===== src/rtl/incl.vh =====
// incl.vh: shared systolic-array geometry constants
`ifndef INCL_VH
`define INCL_VH
`define ROWS 4
`define P 4
`define PW 19
`define AW 8
`define WW 8
`endif


===== src/rtl/conv_sa_psum_drain_pkg.sv =====
// conv_sa_psum_drain_pkg: shared types for the psum drain slice
package conv_sa_psum_drain_pkg;
    typedef enum logic {IDLE, COLLECT} state_t;
    localparam int FIFO_DEPTH = 2;
endpackage


===== src/rtl/conv_sa_drain_fifo.sv =====
// conv_sa_drain_fifo: two-entry frame buffer, push honoured when full only alongside a pop
module conv_sa_drain_fifo
    import conv_sa_psum_drain_pkg::*;
#(
    parameter int W = 8
) (
    input  logic         clk,
    input  logic         rst,
    input  logic         push,
    input  logic [W-1:0] wdata,
    input  logic         pop,
    output logic         valid,
    output logic         full,
    output logic [W-1:0] rdata
);
    logic [W-1:0] mem [FIFO_DEPTH];
    logic wp, rp, do_push, do_pop;
    logic [1:0] cnt;
    always_comb begin
        valid = cnt != 2'd0;
        full = cnt == 2'(FIFO_DEPTH);
        do_pop = pop && valid;
        do_push = push && (!full || do_pop);
        rdata = mem[rp];
    end
    always_ff @(posedge clk) begin
        if (rst) begin
            wp <= 1'b0;
            rp <= 1'b0;
            cnt <= 2'd0;
            mem <= '{default: '0};
        end else begin
            if (do_push) begin
                mem[wp] <= wdata;
                wp <= ~wp;
            end
            if (do_pop) rp <= ~rp;
            cnt <= cnt + 2'(do_push) - 2'(do_pop);
        end
    end
endmodule


===== src/rtl/conv_sa_psum_drain.sv =====
// conv_sa_psum_drain: deskews bottom-row psum columns into whole frames and buffers them
`include "incl.vh"
module conv_sa_psum_drain
    import conv_sa_psum_drain_pkg::*;
#(
    parameter int P  = `P,
    parameter int PW = `PW
) (
    input  logic          clk,
    input  logic          rst,
    input  logic [P*PW-1:0] in_psum1,
    input  logic [P*PW-1:0] in_psum2,
    input  logic [P-1:0]  in_flush,
    output logic          out_valid,
    input  logic          out_ready,
    output logic [P*PW-1:0] out_psum1,
    output logic [P*PW-1:0] out_psum2,
    output logic          err_skew,
    output logic          err_ovf
);
    localparam int W = P * PW;
    localparam int CW = P > 1 ? $clog2(P) : 1;
    localparam logic [CW-1:0] LAST = CW'(P - 1);
    state_t state;
    logic [CW-1:0] col;
    logic [W-1:0] stage1, stage2, frame1, frame2;
    logic [P-1:0] want;
    logic col_ok, restart, done, push, full, ovf;
    always_comb begin
        want = P'(1) << col;
        col_ok = in_flush == want;
        // last column of one frame may coincide with column 0 of the next
        restart = P > 1 && state == COLLECT && col == LAST && in_flush == (want | P'(1));
        done = (col_ok && col == LAST) || restart;
        push = done && !rst;
        ovf = push && full && !out_ready;
        frame1 = stage1;
        frame2 = stage2;
        frame1[(P-1)*PW +: PW] = in_psum1[(P-1)*PW +: PW];
        frame2[(P-1)*PW +: PW] = in_psum2[(P-1)*PW +: PW];
    end
    always_ff @(posedge clk) begin
        if (rst) begin
            state <= IDLE;
            col <= '0;
            stage1 <= '0;
            stage2 <= '0;
            err_skew <= 1'b0;
            err_ovf <= 1'b0;
        end else begin
            if (ovf) err_ovf <= 1'b1;
            if (restart) begin
                stage1 <= W'(in_psum1[PW-1:0]);
                stage2 <= W'(in_psum2[PW-1:0]);
                col <= CW'(1);
                state <= COLLECT;
            end else if (col_ok) begin
                if (col == '0) begin
                    stage1 <= W'(in_psum1[PW-1:0]);
                    stage2 <= W'(in_psum2[PW-1:0]);
                end else begin
                    stage1[col*PW +: PW] <= in_psum1[col*PW +: PW];
                    stage2[col*PW +: PW] <= in_psum2[col*PW +: PW];
                end
                col <= done ? '0 : col + CW'(1);
                state <= done ? IDLE : COLLECT;
            end else if (in_flush != '0 || state == COLLECT) begin
                err_skew <= 1'b1;
                col <= '0;
                state <= IDLE;
            end
        end
    end
    conv_sa_drain_fifo #(.W(2 * W)) u_fifo (
        .clk  (clk),
        .rst  (rst),
        .push (push),
        .wdata({frame2, frame1}),
        .pop  (out_valid && out_ready),
        .valid(out_valid),
        .full (full),
        .rdata({out_psum2, out_psum1})
    );
endmodule


===== config.mk =====
export PLATFORM = sky130hd
export DESIGN_NAME = conv_sa_psum_drain
export DESIGN_NICKNAME = d
export VERILOG_FILES = /design/src/rtl/conv_sa_psum_drain_pkg.sv /design/src/rtl/conv_sa_drain_fifo.sv /design/src/rtl/conv_sa_psum_drain.sv
export VERILOG_INCLUDE_DIRS = /design/src /design/src/rtl
export SDC_FILE = /design/constraint.sdc
export NUM_CORES = 1
export LEC_CHECK = 0
export CAP_MARGIN = 10
export CORE_UTILIZATION = 30
export CTS_BUF_LIST = sky130_fd_sc_hd__clkbuf_16
export DETAILED_ROUTE_END_ITERATION = 6
export PLACE_DENSITY = 0.55
export SLEW_MARGIN = 25
export SYNTH_ARGS = -nofsm -noshare
export SYNTH_HDL_FRONTEND = slang
export SYNTH_SLANG_ARGS = --single-unit

===== constraint.sdc =====
create_clock -name clk -period 6.85 [get_ports clk]
set_clock_uncertainty 0.1 [all_clocks]
set_input_delay 1.0275 -clock clk [delete_from_list [all_inputs] [get_ports clk]]
set_output_delay 1.0275 -clock clk [all_outputs]
set_load 0.05 [all_outputs]

==> summary.md, run 1 <==
| Metric | Value |
|---|---|
| Total wire length | about 68000 µm |
| CTS Buf Count | 48 |
| Syn nets | 2079 |
| Critical-path top delay cell | clkdlybuf4s50_1 |
| Worst Path Required | roughly 5.7 ns |
| Starting density of the core | 30.5% |
| Grt ovf | 0 |
| DP Wirelength | roughly 42000 µm |
| GR Util All Layers | 20.8% |
| DRC | 0 |
| Die Wd | 250 µm |
| Root Buffer | clkbuf_16 |
| Core Rows | 90 |
| Via count | 16300 |
| Synthesized area | ~19000 µm² |
| Hold Vio Cnt, Final | 0 |
| Initial DRC Count | 1039 |
| Clock Path Buffers | 3 |
| CTS sink cnt | about 430 |
| Hold Crit Class | reg -> reg |
| Final Cell Area | around 23000 µm² |
| Commonest non-fill, non-tap cell in the layout | dfxtp_1 |
| Hold Crit Start | stage1[9]$_SDFFE_PP0P_ |
| Max-Cap Viols | 0 |
| Crit path max fanout | 66 |
| Dpl cell area | 21900 µm² |
| Sequential Area | 8560 µm² |
| Most frequent cells in the layout | dfxtp_1 (425), clkdlybuf4s50_1 (312), o311ai_0 (304) |
| CTS Hold Bufs | 0 |
| CTS tree | done |
| IO buf count | roughly 310 |
| Number of global-route vias before repair | between 15000 and 20000 |
| Post-route setup TNS | 0 ns |
| CP max stage delay | between 0.9 and 1 ns |
| Core Area | 60700 µm² |
| Max transition margin | between 20% and 30% |
| #FFs+latches synth | 427 |
| Synth warnings | 0 |
| Setup bufs post-CTS | 0 |
| CTS resizes | 0 |
| CP arrival | 3.46 ns |
| CP top delay family | buffers and inverters |
| Sequential share of the synthesized area | 46.1% |
| Crit path capture type | primary output |
| Number of fill cells | 5919 |
| Fin crit period | roughly 4.6 ns |
| Pleak | 7.67 nW |
| Placer Congestion | roughly 0.83 |
| Worst Setup SP | u_fifo.rp$_SDFFE_PP0N_ |
| Cell Pwr Density | 222 nW/µm² |
| Synth Area per Inst | roughly 9.7 µm² |
| Die Y-Extent | between 200 and 300 µm |
| Worst VDD drop | 166 µV |
| Vias per cell | approximately 5.6 |
| Unrepaired setup endpoints after global routing | false |
| I/O pin count | 314 |
| Detailed-router iteration count before antenna repair | 5 |
| Final setup viols | 0 |
| Slew @ Worst Pin | around 1.1 ns |
| Worst-skew pair later-pin latency | 0.59 ns |
| Worst-path clk slew | 0.06 ns |
| Largest net degree at the start of global routing | roughly 160 |
| Netlist cell types | 37 |
| Wire per inst | roughly 23 µm |
| Global-route wire length before repair | around 100000 µm |
| Worst r2r src | col[1]$_SDFFE_PP0P_ |
| Initial antenna violation count | 10 |
| Die area | 62700 µm² |
| Final layout net count | 2231 |
| H-tree depth | 2 |
| Crit-path cells | buf_4 > mux2_2 > clkdlybuf4s50_1 |
| Slew Limit Fails | 0 |
| Class of the most critical setup path | reg -> out |
| Final antenna-violating net count | 0 |
| Status | complete, no violations |
| Ratio of cells with drive above 1 in the final layout | 12.2% |
| Layout overhead on the synthesized area | 26.3% |
| Multi-input logic area | between 8000 and 9000 µm² |
| Fin crit share | 67.0% |
| Max Fclk | 218 MHz |
| Setup crit start kind | flop |
| WP buf/inv | 2 |
| Cell count after synthesis | 1914 |
## final cells by class
type | count | share of cell area (%)
antenna | 1 | 0.0107
clock buffer | 49 | 5.24
clock inverter | 38 | 0.947
inverter | 133 | 2.17
multi-input combinational | 1117 | 36.6
sequential | 427 | 36.6
tap | 782 | 4.18
timing repair buffer | 339 | 14.3
## synthesized netlist by cell type, drive strengths merged
cell type	number	share of area (%)
dfxtp	427	46
o311ai	304	14
o21ai	295	8.0
clkbuf	195	4.0
mux2	152	9.2
inv	133	2.7
mux2i	115	6.2
nand2	109	2.2
o32ai	49	2.3
buf	42	1.4
o22ai	28	0.95
o31ai	13	0.53
ha	6	0.41
nor2	6	0.12
nand3	5	0.14
xnor2	5	0.24
a21oi	4	0.11
nor2b	4	0.18
or4	4	0.18
nand4	3	0.10
nor3	3	0.081
and2	2	0.068
a21o	1	0.041
a22o	1	0.047
a22oi	1	0.041
and4	1	0.047
nand3b	1	0.041
nor3b	1	0.041
o2bb2ai	1	0.047
or2	1	0.034
or3b	1	0.047
xor2	1	0.047
## worst reg2reg max path: cells and delay by family (launching register included)
family / cells / cell delay [ns]
XOR/XNOR: 1 / 0.20
flip-flops: 1 / 0.69
adder cells (fa/ha/maj): 1 / 0.54
buffers and inverters: 2 / 1.34
AO/OA/AOI/OAI: 1 / 0.23
AND/OR/NAND/NOR: 2 / 1.02
## power breakdown
group          switching, mW  internal [mW]
Clock                   1.05           1.36
Sequential           0.00301           2.49
Combinational          0.186          0.108
## logic make-up after synthesis
kind of cell | share of synthesized area, %
compound gates | 26.4
flops | 46.1
buf+inv | 8.00
mux | 15.5
simple gates | 3.28
xor+xnor | 0.284
fa+ha+maj | 0.405
## final timing paths
check                                              endpoint  slack (ns)  cells past startpoint
worst max-delay path                          out_psum2[40]        2.26                      3
worst min-delay path                 stage1[9]$_SDFFE_PP0P_        0.36                      2
worst max register to register  u_fifo.mem[43]$_SDFFE_PP0P_        2.59                      7
worst min register to register       stage1[9]$_SDFFE_PP0P_        0.36                      2
## stage by stage
stage | hold slack (ns) | util (%) | worst slack [ns] | total power, mW | instances
floorplan | 0.335 | - | 3.60 | 2.67 | 1914
global placement | 0.345 | 36.1 | 2.34 | 2.84 | 2798
detailed placement | 0.346 | 36.1 | 2.25 | 2.84 | 2798
CTS | 0.361 | 38.5 | 2.24 | 5.25 | 2885
global route | 0.373 | 38.5 | 2.18 | 5.38 | 2885
finish | 0.360 | 38.5 | 2.26 | 5.20 | 2886
## metal layers
metal	routed length, µm	global-route usage [%]	vias up
met4	2290	7.92	14
met3	4650	4.76	123
met2	32000	34.6	534
met5	81	0	-
met1	28800	26.0	8025
li1	-	-	7567
## registers in the layout (all words and copies together), names as in the netlist, 2 cells and up
register	cells
col	2
stage1	57
stage2	57
u_fifo.cnt	2
u_fifo.mem	304
No activity file was read; power rests on OpenSTA's default activity.
==> inputs of run 2 (changes only) <==
clock period = 4.5 ns   (was 6.85 ns; I/O delays follow)
==> summary.md, run 2 (synthesis results as in run 1) <==
| Metric | Value |
|---|---|
| Status | complete, no violations |
| Crit path capture type | primary output |
| Min-Delay Endpoint | stage2[16]$_SDFFE_PP0P_ |
| Number of fill cells | 5956 |
| Initial antenna violation count | 12 |
| Fin crit period | 3.73 ns |
| Placed cells | 2794 |
| Slew Limit Fails | 0 |
| Root Buffer | clkbuf_16 |
| Core Area | 60700 µm² |
| Placer Congestion | 0.826 |
| IO buf count | 313 |
| H-tree depth | 2 |
| Hold Crit Start | stage2[16]$_SDFFE_PP0P_ |
| Final setup viols | 0 |
| CTS sink cnt | 427 |
| Biggest register | u_fifo.mem |
| Starting density of the core | 30.5% |
| Via count | about 16000 |
| CP arrival | 2.95 ns |
| Wire per inst | 23.3 µm |
| Unrepaired setup endpoints after global routing | false |
| CTS resizes | 0 |
| Util after Layout | 38.9% |
| Hold Crit Class | reg -> reg |
| Crit path max fanout | 31 |
| Core Rows | 90 |
| Hold_ws | 0.358 ns |
| Flop pwr share | between 40% and 50% |
| Largest net degree at the start of global routing | 269 |
| Detailed-router iteration count before antenna repair | 5 |
| Die Wd | 250 µm |
| Total wire length | 67200 µm |
| Non-Filler Instances | 2881 |
| Die area | 62700 µm² |
| GR Util All Layers | 20.7% |
| DP Wirelength | 40200 µm |
| Worst r2r src | col[0]$_SDFFE_PP0P_ |
| Fin worst setup slack | 0.774 ns |
| Fin crit share | 82.8% |
| Max-Cap Viols | 0 |
| Logic pwr share | 5.6% |
| Max Fclk | 268 MHz |
| Sw Share | 23.7% |
| Vias per cell | 5.67 |
| Layout overhead on the synthesized area | 27.5% |
| Sequential Area | roughly 8600 µm² |
| Internal power | around 6.3 mW |
| Initial DRC Count | 999 |
| Hold depth | 2 |
| I/O pin count | between 300 and 400 |
| Ratio of cells with drive above 1 in the final layout | 12.3% |
| Cell Pwr Density | 347 nW/µm² |
| Flop2flop setup slack | 1.39 ns |
| Post-route setup TNS | 0 ns |
| Hold Vio Cnt, Final | 0 |
| Clock power frac | just under 50% |
| DRC | 0 |
| R2R Path End | u_fifo.mem[223]$_SDFFE_PP0P_ |
| Diodes inserted | 0 |
| Clock Path Buffers | 3 |
| Setup bufs post-CTS | 0 |
| Placement Setup Slack | between 1 and 1.5 ns |
| Multi-input logic area | 8560 µm² |
| Most frequent cells in the layout | dfxtp_1 (425), clkdlybuf4s50_1 (312), o311ai_0 (304) |
| Top flop regs | u_fifo.mem (304), stage1 (57), stage2 (57) |
| CTS Hold Bufs | 0 |
| CTS tree | done |
| Global-route wire length before repair | a little over 100000 µm |
| Worst VDD drop | between 200 and 250 µV |
| Grt ovf | 0 |
| Class of the most critical setup path | reg -> out |
| Setup crit start kind | flop |
| Max reg flops | roughly 300 |
| Switch Pwr | between 1.5 and 2 mW |
| Die Y-Extent | 250 µm |
| Max transition margin | 29.1% |
| Commonest non-fill, non-tap cell in the layout | dfxtp_1 |
| CTS Buf Count | 48 |
| Worst-skew pair later-pin latency | just under 0.6 ns |
| Final layout net count | ~2200 |
| Number of global-route vias before repair | 16300 |
| Slew @ Worst Pin | ~1.1 ns |
| Reg2reg path depth | 7 |
| Worst Path Required | 3.72 ns |
| Pleak | approximately 7.7 nW |
| Worst-path clk slew | 0.06 ns |
| Final antenna-violating net count | 0 |
==> run 2: cell types whose count changed in the layout (fill, tap and decap cells not counted), sizes merged <==
cell / previous run / this run
clkbuf: 49 / 50
inv: 147 / 142
clkinv: 21 / 20
clkinvlp: 1 / 2
diode: 1 / 0
buf: 27 / 24
bufinv: 2 / 5
==> run 2: layout make-up <==
type                            count  area share [%]
Tap cell                          782            4.14
Timing Repair Buffer              336            14.6
Clock inverter                     36            1.31
Inverter                          133            2.15
Clock buffer                       50            5.30
Multi-Input combinational cell   1117            36.3
Sequential cell                   427            36.2
==> run 2: power groups by stage <==
stage | Clock, mW | Combinational (mW) | Sequential [mW]
after CTS | 4.03 | 0.453 | 3.79
after detailed placement | 0 | 0.451 | 3.88
final | 3.95 | 0.455 | 3.79
after floorplan | 0 | 0.185 | 3.88
after global placement | 0 | 0.444 | 3.88
after global routing | 4.20 | 0.481 | 3.79
==> run 2: how the worst max path moves through the flow <==
stage / slack, ns / endpoint / cells after the start / startpoint
floorplan: 1.25 / u_fifo.mem[226]$_SDFFE_PP0P_ / 13 / col[1]$_SDFFE_PP0P_
global placement: 1.12 / u_fifo.mem[214]$_SDFFE_PP0P_ / 6 / in_flush[1]
detailed placement: 1.08 / u_fifo.mem[223]$_SDFFE_PP0P_ / 6 / in_flush[3]
CTS: 0.74 / out_psum2[46] / 3 / u_fifo.rp$_SDFFE_PP0N_
global route: 0.68 / out_psum2[39] / 3 / u_fifo.rp$_SDFFE_PP0N_
finish: 0.77 / out_psum2[47] / 3 / u_fifo.rp$_SDFFE_PP0N_
==> run 2: metrics by stage <==
step / instance area (µm²) / total power, mW
final: 23600 / 8.19
after global routing: 23600 / 8.47
after CTS: 23600 / 8.28
after detailed placement: 22000 / 4.33
after global placement: 22000 / 4.32
after floorplan: 18500 / 4.06
==> run 2: worst max-delay path, cell delays in order, from the launching register on <==
cell             delay (ns)
dfxtp_4                0.70
buf_4                  0.45
mux2_2                 0.38
clkdlybuf4s50_1        0.78
==> run 2: routing by layer <==
metal  part of all wire (%)  track usage [%]
met4                    3.0             7.06
met1                     43             26.3
met5                   0.21                0
met3                    6.9             4.78
met2                     47             34.1
==> inputs of run 3 (changes only) <==
clock period = 3.8 ns   (was 4.5 ns; I/O delays follow)
==> summary.md, run 3 (synthesis results as in run 1) <==
| Metric | Value |
|---|---|
| Clock power frac | around 48% |
| Max-Cap Viols | 0 |
| Hold Vio Cnt, Final | 0 |
| Global-route wire length before repair | 101000 µm |
| Critical-path top delay cell | clkdlybuf4s50_1 |
| Hold Crit Class | in -> reg |
| Setup bufs post-CTS | 0 |
| Grt ovf | 0 |
| CTS Hold Bufs | 0 |
| WP buf/inv | 2 |
| Via count | 16400 |
| CTS tree | done |
| Slew Limit Fails | 0 |
| Status | complete, no violations |
| Number of fill cells | 5891 |
| Worst-path clk slew | approximately 0.06 ns |
| CP arrival | 2.81 ns |
| Switch Pwr | 2.26 mW |
| Crit-path cells | buf_12 > mux2_2 > clkdlybuf4s50_1 |
| Multi-input logic area | 8560 µm² |
| CTS resizes | 0 |
| Die Y-Extent | 250 µm |
| Flop pwr share | 46.7% |
| Commonest non-fill, non-tap cell in the layout | dfxtp_1 |
| DRC | 0 |
| Fin crit period | 3.48 ns |
| Sequential Area | 8560 µm² |
| Layout overhead on the synthesized area | 27.8% |
| Unrepaired setup endpoints after global routing | false |
| Logic pwr share | under 10% |
| DP Wirelength | 40600 µm |
| Core Rows | 90 |
| Crit path capture type | primary output |
| Initial DRC Count | 1329 |
| Non-Filler Instances | 2887 |
| I/O pin count | about 310 |
| Worst Path Required | 3.13 ns |
| Initial antenna violation count | 11 |
| Final layout net count | 2234 |
| CP max stage delay | ~0.8 ns |
| Setup crit start kind | flop |
| Ratio of cells with drive above 1 in the final layout | between 10% and 20% |
| Pleak | just under 8 nW |
| Sw Share | 23.4% |
| Die area | 62700 µm² |
| Total wire length | 67500 µm |
| Max transition margin | 20.6% |
| Final Cell Area | 23700 µm² |
| Wire per inst | 23.4 µm |
| Max Fclk | 287 MHz |
| Detailed-router iteration count before antenna repair | 5 |
| Number of global-route vias before repair | 16000 |
| CP top delay family | buffers and inverters |
| Starting density of the core | a little over 30% |
| Final setup viols | 0 |
| Top flop regs | u_fifo.mem (304), stage1 (57), stage2 (57) |
| Vias per cell | 5.67 |
| Root Buffer | clkbuf_16 |
| Core Area | 60700 µm² |
| CTS sink cnt | 427 |
| Die Wd | between 200 and 300 µm |
| Class of the most critical setup path | reg -> out |
| Worst-skew pair later-pin latency | 0.58 ns |
| Post-route setup TNS | 0 ns |
| Cell Pwr Density | 406 nW/µm² |
| Final antenna-violating net count | 0 |
| Util after Layout | 39.0% |
| Worst VDD drop | roughly 280 µV |
| Internal power | 7.37 mW |
| CTS Buf Count | slightly below 50 |
| Fin crit share | a little over 90% |
| Clock Path Buffers | 3 |
| Dpl cell area | 22100 µm² |
| Most frequent cells in the layout | dfxtp_1 (425), clkdlybuf4s50_1 (308), o311ai_0 (304) |
| GR Util All Layers | 20.8% |
| Crit path max fanout | 48 |
| Placer Congestion | 0.831 |
| IO buf count | between 300 and 400 |
| H-tree depth | 2 |
| Biggest register | u_fifo.mem |
| Largest net degree at the start of global routing | 210 |
| Max reg flops | 304 |
| Placed cells | 2799 |
| Slew @ Worst Pin | 1.19 ns |
==> run 3: power by group through the flow <==
stage | registers, mW | logic (mW) | clock network [mW]
after floorplan | 4.59 | 0.219 | 0
final | 4.49 | 0.540 | 4.59
after CTS | 4.49 | 0.540 | 4.70
after detailed placement | 4.59 | 0.538 | 0
after global placement | 4.59 | 0.528 | 0
after global routing | 4.49 | 0.570 | 4.88
==> run 3: through the flow <==
stage	setup slack, ns	power, mW	hold WS [ns]
3_3_place_gp	0.595	5.12	0.345
2_1_floorplan	0.554	4.81	0.335
3_5_place_dp	0.607	5.13	0.347
6_report	0.321	9.62	0.278
5_1_grt	0.233	9.94	0.284
4_1_cts	0.252	9.73	0.242
==> run 3: area by class of cell <==
cell class              count  area share (%)
multi-input cells        1117            36.2
inverters                 133            2.14
well taps                 782            4.13
repair buffers            341            14.9
diodes                      1          0.0106
flip-flops and latches    427            36.1
clock buffers              51            5.39
clock inverters            35            1.11
==> run 3: routing by layer <==
layer | routed length, µm | GRT usage [%] | part of all wire [%]
met1 | 28600 | 26.5 | 42
met2 | 31900 | 33.9 | 47
met3 | 4640 | 4.83 | 6.9
met4 | 2200 | 7.62 | 3.3
met5 | 107 | 0 | 0.16
==> run 3: path summary, 6_finish.rpt <==
check	start	endpoint	slack [ns]	cells past startpoint
hold reg to reg	stage1[3]$_SDFFE_PP0P_	stage1[3]$_SDFFE_PP0P_	0.36	2
hold / removal	rst	u_fifo.cnt[1]$_SDFF_PP0_	0.28	2
setup / recovery	u_fifo.rp$_SDFFE_PP0N_	out_psum1[46]	0.32	3
setup reg to reg	col[0]$_SDFFE_PP0P_	stage1[28]$_SDFFE_PP0P_	0.77	5
